--- config.mk ---
export PLATFORM = sky130hd
export DESIGN_NAME = gcd_iter
export DESIGN_NICKNAME = d
export VERILOG_FILES = /design/src/rtl/gcd_pkg.sv /design/src/rtl/gcd_step.sv /design/src/rtl/gcd_iter.sv
export SDC_FILE = /design/constraint.sdc
export NUM_CORES = 1
export LEC_CHECK = 0
export BUFFER_PORTS_ARGS = -buffer_cell sky130_fd_sc_hd__buf_4
export CAP_MARGIN = 30
export CORE_MARGIN = 4
export CORE_UTILIZATION = 50
export DETAILED_ROUTE_END_ITERATION = 7
export HOLD_SLACK_MARGIN = 0.15
export PLACE_DENSITY = 0.7
export SKIP_LAST_GASP = 1
export SYNTH_ARGS = -nofsm -noshare
export SYNTH_HDL_FRONTEND = slang
export SYNTH_SLANG_ARGS = --single-unit
--- constraint.sdc ---
create_clock -name clk -period 2.7 [get_ports clk]
set_input_delay 0.135 -clock clk [delete_from_list [all_inputs] [get_ports clk]]
set_output_delay 0.135 -clock clk [all_outputs]
set_load 0.005 [all_outputs]
--- src/rtl/gcd_pkg.sv ---
// Shared definitions for the iterative binary GCD block: FSM state encoding
// and the default operand width.
package gcd_pkg;

  localparam int DEFAULT_WIDTH = 8;

  typedef enum logic [1:0] {
    IDLE = 2'd0,
    CALC = 2'd1,
    DONE = 2'd2
  } state_t;

endpackage

--- src/rtl/gcd_step.sv ---
// One combinational step of the binary (Stein) GCD reduction. When either
// operand has reached zero, finish is raised and result holds the GCD.
module gcd_step
  import gcd_pkg::*;
#(
  parameter int WIDTH = DEFAULT_WIDTH,
  parameter int KW    = $clog2(WIDTH + 1)
) (
  input  logic [WIDTH-1:0] x,
  input  logic [WIDTH-1:0] y,
  input  logic [KW-1:0]    k,
  output logic [WIDTH-1:0] x_nxt,
  output logic [WIDTH-1:0] y_nxt,
  output logic [KW-1:0]    k_nxt,
  output logic             finish,
  output logic [WIDTH-1:0] result
);

  always_comb begin
    x_nxt  = x;
    y_nxt  = y;
    k_nxt  = k;
    finish = 1'b0;
    result = '0;
    if (x == '0) begin
      finish = 1'b1;
      result = y << k;
    end else if (y == '0) begin
      finish = 1'b1;
      result = x << k;
    end else if (!x[0] && !y[0]) begin
      // common factor of two: remember it in k, restored by the final shift
      x_nxt = x >> 1;
      y_nxt = y >> 1;
      k_nxt = k + KW'(1);
    end else if (!x[0]) begin
      x_nxt = x >> 1;
    end else if (!y[0]) begin
      y_nxt = y >> 1;
    end else if (x >= y) begin
      // both odd, so the difference is even and halving loses nothing
      x_nxt = (x - y) >> 1;
    end else begin
      y_nxt = (y - x) >> 1;
    end
  end

endmodule

--- src/rtl/gcd_iter.sv ---
// Iterative GCD with valid/ready handshakes on both sides; one reduction
// step per cycle, result held in DONE until the consumer takes it.
module gcd_iter
  import gcd_pkg::*;
#(
  parameter int WIDTH = DEFAULT_WIDTH
) (
  input  logic             clk,
  input  logic             rst,
  input  logic             in_valid,
  output logic             in_ready,
  input  logic [WIDTH-1:0] a,
  input  logic [WIDTH-1:0] b,
  output logic             out_valid,
  input  logic             out_ready,
  output logic [WIDTH-1:0] gcd,
  output logic             zero_err
);

  // Handshake: a transfer happens on a rising edge where valid && ready.
  // The producer holds data stable while valid is high and ready is low;
  // in_ready is high only in IDLE, out_valid only in DONE.

  localparam int KW = $clog2(WIDTH + 1);

  state_t           state;
  logic [WIDTH-1:0] x;
  logic [WIDTH-1:0] y;
  logic [KW-1:0]    k;

  logic [WIDTH-1:0] x_nxt;
  logic [WIDTH-1:0] y_nxt;
  logic [KW-1:0]    k_nxt;
  logic             finish;
  logic [WIDTH-1:0] result;

  gcd_step #(
    .WIDTH (WIDTH),
    .KW    (KW)
  ) u_step (
    .x      (x),
    .y      (y),
    .k      (k),
    .x_nxt  (x_nxt),
    .y_nxt  (y_nxt),
    .k_nxt  (k_nxt),
    .finish (finish),
    .result (result)
  );

  always_ff @(posedge clk or posedge rst) begin
    if (rst) begin
      state     <= IDLE;
      x         <= '0;
      y         <= '0;
      k         <= '0;
      gcd       <= '0;
      zero_err  <= 1'b0;
      out_valid <= 1'b0;
      in_ready  <= 1'b1;
    end else begin
      case (state)
        IDLE: begin
          if (in_valid) begin
            x        <= a;
            y        <= b;
            k        <= '0;
            in_ready <= 1'b0;
            state    <= CALC;
          end
        end
        CALC: begin
          if (finish) begin
            gcd       <= result;
            // only the 0/0 input pair can reach the end with both zero
            zero_err  <= (x == '0) && (y == '0);
            out_valid <= 1'b1;
            state     <= DONE;
          end else begin
            x <= x_nxt;
            y <= y_nxt;
            k <= k_nxt;
          end
        end
        DONE: begin
          // returning to IDLE here; in_ready rises after this edge, so no
          // new operands can be taken on the same edge
          if (out_ready) begin
            out_valid <= 1'b0;
            in_ready  <= 1'b1;
            state     <= IDLE;
          end
        end
        default: begin
          out_valid <= 1'b0;
          in_ready  <= 1'b1;
          state     <= IDLE;
        end
      endcase
    end
  end

endmodule

# Word-level counts from Yosys, hierarchy flattened
# Index checks and enable logic that the tools add are counted.
# word_totals
reg_bits,33
input_bits,20
word_cells,86
# classes
addsub,3
n_lt_le_gt_ge,1
eq_ne,13
n_shift,2
mux,38
n_bitwise,2
n_reduce_logical,17
# op_table
cell,n
$mux 8,18
$pmux 8 s2,2
$mux 4,5
$logic_not 8->1,2
$shl 8x4->8,2
$sub 8x8->8,2
$reduce_and 7->1,2
$ne 2x2->1 const B,6
$reduce_and 6->1,2
$reduce_and 3->1,3
$ge 8x8->1,1
$ne 4x3->1 const B,2
$pmux 4 s2,1
$mux 1,6
$mux 2,3
$pmux 1 s3,2
$pmux 2 s3,1
$reduce_and 5->1,1
$add 4x1->4 const B,1
$ne 4x2->1 const B,1
$ne 3x2->1 const B,1
$eq 2x1->1 const B,1
$eq 2x2->1 const B,1
$logic_and 1x1->1,2
other kinds (6),8

# Longest topological paths before layout
# logic_depth
depth_word,9
mapped_depth,11

# Cells and area by module
# From an unflattened synthesis, not the netlist that was laid out.
# unflattened
cells_unflattened,356
hier_area_um2,3497.1
# by_module_without_submodules
mod,instances,cells_each,area_per_inst_um2,seq_area_each_um2
gcd_step,1,245,1868.0,0.0
gcd_iter,1,111,1629.1,827.0

# Worst setup path before layout
# No wires, ideal clock.
# synth_path
kind,reg2reg
startpoint,register x[0]
endpoint,register x[5]
setup_ns,0.092
arrival_ns,2.400
path_slack_ns,0.209
path_stages_with_launch,12
synth_period_minus_slack_ns,2.491
path_cell_list,dfrtp_1 -> buf_2 -> inv_1 -> ha_1 -> fa_1 -> nand2b_2 -> a21oi_2 -> o21a_4 -> nor3_2 -> or2_1 -> buf_4 -> o31ai_2
# synth_between
elab_chain_cells,9
elab_cells_between_ends,19
# synth_lines
item,line_no,source
"start, declared",gcd_iter.sv:27,logic [WIDTH-1:0] x;
"start signal, assigned",gcd_iter.sv:80,x <= x_nxt;
$sub 8x8->8,gcd_step.sv:42,x_nxt = (x - y) >> 1;
$mux 8,gcd_step.sv:40,end else if (x >= y) begin
$mux 8,gcd_step.sv:38,end else if (!y[0]) begin
$mux 8,gcd_step.sv:36,end else if (!x[0]) begin
$mux 8,gcd_step.sv:31,end else if (!x[0] && !y[0]) begin
$mux 8,gcd_step.sv:28,end else if (y == '0) begin
$mux 8,gcd_step.sv:25,if (x == '0) begin
$mux 8,gcd_iter.sv:73,if (finish) begin
$pmux 8 s2,gcd_iter.sv:62,case (state)
# Parallel ways exist; a longest one is shown, timed or not. The select of a mux whose other input is x is not followed.
# A chain may end at the register's enable or synchronous reset.

# Final worst setup path
# layout_path
startpoint,register y[0]
endpoint,register x[5]
# layout_between
elab_chain_cells,9
elab_cells_between_ends,20
# layout_lines
item,line_no,source
"start, declared",gcd_iter.sv:28,logic [WIDTH-1:0] y;
"start signal, assigned",gcd_iter.sv:81,y <= y_nxt;
$sub 8x8->8,gcd_step.sv:42,
$mux 8,gcd_step.sv:40,
$mux 8,gcd_step.sv:38,
$mux 8,gcd_step.sv:36,
$mux 8,gcd_step.sv:31,
$mux 8,gcd_step.sv:28,
$mux 8,gcd_step.sv:25,
$mux 8,gcd_iter.sv:73,
$pmux 8 s2,gcd_iter.sv:62,
# Parallel ways exist; a longest one is shown, timed or not. The select of a mux whose other input is x is not followed.

==> flow_summary.toml <==
[worst_setup_path]
slowest_delay_ns = 0.46
crit_path_start_kind = "register"
r2r_setup_slack_ns = 0.17
critPathCaptureType = "register"
worstPathMaxFanout = 7
reg2reg_depth = 8
crit_type = "register to register"
cp_cell_sequence = "ha_1, fa_1, nand2b_2, a21oi_2, o21a_4, nor3_2, or2_1, o31ai_2"
r2r-end = "x[5]"
cp_slowest_cell = "dfrtp_1"
arrival_ns = 2.74
worst_ep_required_time_ns = 2.90
reg2reg_from = "y[0]"

[synth]
synthArstFlopShare_pct = 100
post-synth-top-count-cell = "dfrtp_1"
synth-compound-area-share_pct = 29.4
synth_top_family_by_area = "compound AO/OA/AOI/OAI gates"
synth-seq-cells = 33
synthesis.nets = 368
yosys-top-cells-area = "dfrtp_1 (28%), ha_1 (7.4%), o21ai_0 (4.9%)"
synth_fa_ha_area_share_pct = 8.75
synth_seq_area_share_pct = 28.6
synth_xor_area_share_pct = 2.12
synthFlopType = "dfrtp_1"
synthTopCellsByCount = "dfrtp_1 (32), nor2_1 (31), o21ai_0 (28), nand2_1 (23), inv_1 (19)"
synth_top_area_share_pct = 27.7
ys.warnings.count = 0
synth_edf_count = 0
yosysTopAreaCell = "dfrtp_1"
syn_inst = 329
netlist_area_um2 = 2890
muxShareOfSynthArea_pct = 5.85
ys_types = 66
synthSimpleGateAreaFrac_pct = 19.4
post_synth.cell_area_avg_um2 = 8.78

[clocking]
clock_sinks = 33
cts_tree = "done"
cts_buffers = 5
cts-root-buf = "clkbuf_8"
clockBufferDepth = 2
clkTransAtPathRegs_ns = 0.08
htree_levels = 2
clk_latency_ns = 0.29
cts_setup_buffers = 0

[pwr]
leakagePower_nw = 1.48
p_per_area_nw_per_um2 = 1550
vdd_ir_drop_max_mv = 0.719
p_int_mw = 2.52
sw_frac_of_total_pct = 51.7
power_frac_clock_pct = 7.3
switchingPower_mw = 2.70
p_comb_share_pct = 74.0
seq_power_share_pct = 18.7

[floorplan]
core_area_um2 = 5540
dieArea_um2 = 7060
rows = 27
die-height_um = 84.0
initial_utilization_pct = 52.1
ios = 31
dieWidth_um = 84.0

[flow_run]
maxCapViolCount = 0

[place]
place_ws_ns = 0.170
dpl.cell_count = 430
numPortBuffers = 30
dpl.hpwl_um = 5970
place_congestion = 0.938

[sta]
setup_slack_ns = 0.167
period_minus_slack_ns = 2.53
fmaxAchievable_ghz = 0.395
slew_violations = 0
setup_viol = 0
maxSlewHeadroom_pct = 64.0
whs_ns = 0.159
finalCritPeriodShare_pct = 93.8
tightest_slew_ns = 0.540
tns_ns = 0
hold_viol_final = 0
finClkSkew_ns = 0.00386
grt_setup_unrepaired = "false"

[grt]
grt_pass1_wl_um = 13400
grt_max_degree = 34
overflow = 0
first_global_vias = 2632
antenna_found_initial = 0
grt_usage_pct = 23.3

[drt]
vias_per_cell = 6.02
drt_iter0_markers = 210
routed_wl_um = 7990
detail_route.wl_per_cell_um = 18.0
postRouteAntennaNets = 0
first_pass_iters = 4
vias = 2673
drc = 0

[final_layout]
antenna_cells = 0
final_cells = 444
nets = 410
drive_gt1_share_pct = 23.7
final_util_pct = 61.0
synthToLayoutAreaGrowth_pct = 16.9

[outcome]
outcome = "finished clean"

[min_path]
hold_class = "input pin to register"
worst_hold_path.endpoint = "y[2]"
min_from = "b[2]"
whs_path_depth = 3
## final cells by class
cell class	instances	area, um2
clock buffers	5	68.8
repair buffers	52	405
flip-flops and latches	33	828
fillers	493	2160
well taps	72	90.1
multi-input cells	259	1890
inverters	20	75.1
clock inverters	3	17.5
## layer usage
| metal | up-vias | global-route usage, % | routed length, um |
|---|---|---|---|
| li1 | 1294 | - | - |
| met1 | 1267 | 31.9 | 3650 |
| met2 | 91 | 35.8 | 3580 |
| met3 | 21 | 4.94 | 513 |
| met4 | 0 | 9.36 | 249 |
| met5 | - | 0 | 0 |
## logic make-up (layout without fill, tap and decap cells)
logic type      count (synthesis)  in the layout
compound gates                116            116
xor+xnor                        7              7
fa+ha+maj                      19             19
buf+inv                        37             80
flops                          33             33
mux                            14             14
simple gates                  103            103
## sequential cells by signal (all words and copies together), names as in the netlist
name       flops
gcd            8
x              8
y              8
k              4
state          2
in_ready       1
out_valid      1
zero_err       1
## power groups by stage
stage	clock, mW	sequential [mW]	combinational [mW]
final	0.384	0.974	3.86
after global routing	0.416	1.01	4.23
after CTS	0.391	0.969	3.81
after detailed placement	0	0.973	3.77
after global placement	0	0.975	3.72
after floorplan	0	0.929	2.93
## layout by cell type (no fill, tap or decap), drive strengths merged, types with 2 or more instances in the layout
master	instances
o31ai	9
mux2i	9
a21o	3
nor2	33
a21oi	18
o21ai	36
mux2	3
xnor2	6
nor2b	7
dfrtp	32
mux4	2
ha	17
a22o	6
a2111oi	2
nand2b	9
nor3	9
dlygate4sd3	6
o21a	6
a221oi	9
nor4	4
buf	46
o31a	2
clkinv	2
clkbuf	5
nand2	25
inv	20
nand3	5
fa	2
or2	2
a211oi	9
a31oi	4
or3	3
a2bb2oi	2
## per-stage QoR
step / total power, mW / area (um2)
6_report: 5.22 / 3380
5_1_grt: 5.65 / 3380
4_1_cts: 5.17 / 3380
3_5_place_dp: 4.74 / 3230
3_3_place_gp: 4.70 / 3230
2_1_floorplan: 3.86 / 2890
## worst max-delay path, delay by kind of cell (launching register included)
| family | cells | cell delay (ns) |
|---|---|---|
| compound gates | 3 | 0.68 |
| fa+ha+maj | 2 | 0.66 |
| flops | 1 | 0.46 |
| simple gates | 3 | 0.65 |
## how the worst max path moves through the flow
stage          start    to  slack (ns)  cells after the start
6_report        y[0]  x[5]        0.17                      8
5_1_grt         y[0]  y[2]        0.09                      8
4_1_cts         x[1]  x[6]        0.13                      8
3_5_place_dp    x[1]  x[6]        0.17                      8
3_3_place_gp    x[1]  y[6]        0.23                      8
2_1_floorplan   x[0]  x[5]        0.21                     11
## repair_timing
item,CTS,global route
endpoints found under the hold margin,38,0
endpoints found under the setup margin,0,4
gates resized for setup,0,1
hold buffers,6,0
Power figures use the tool's default switching activity.
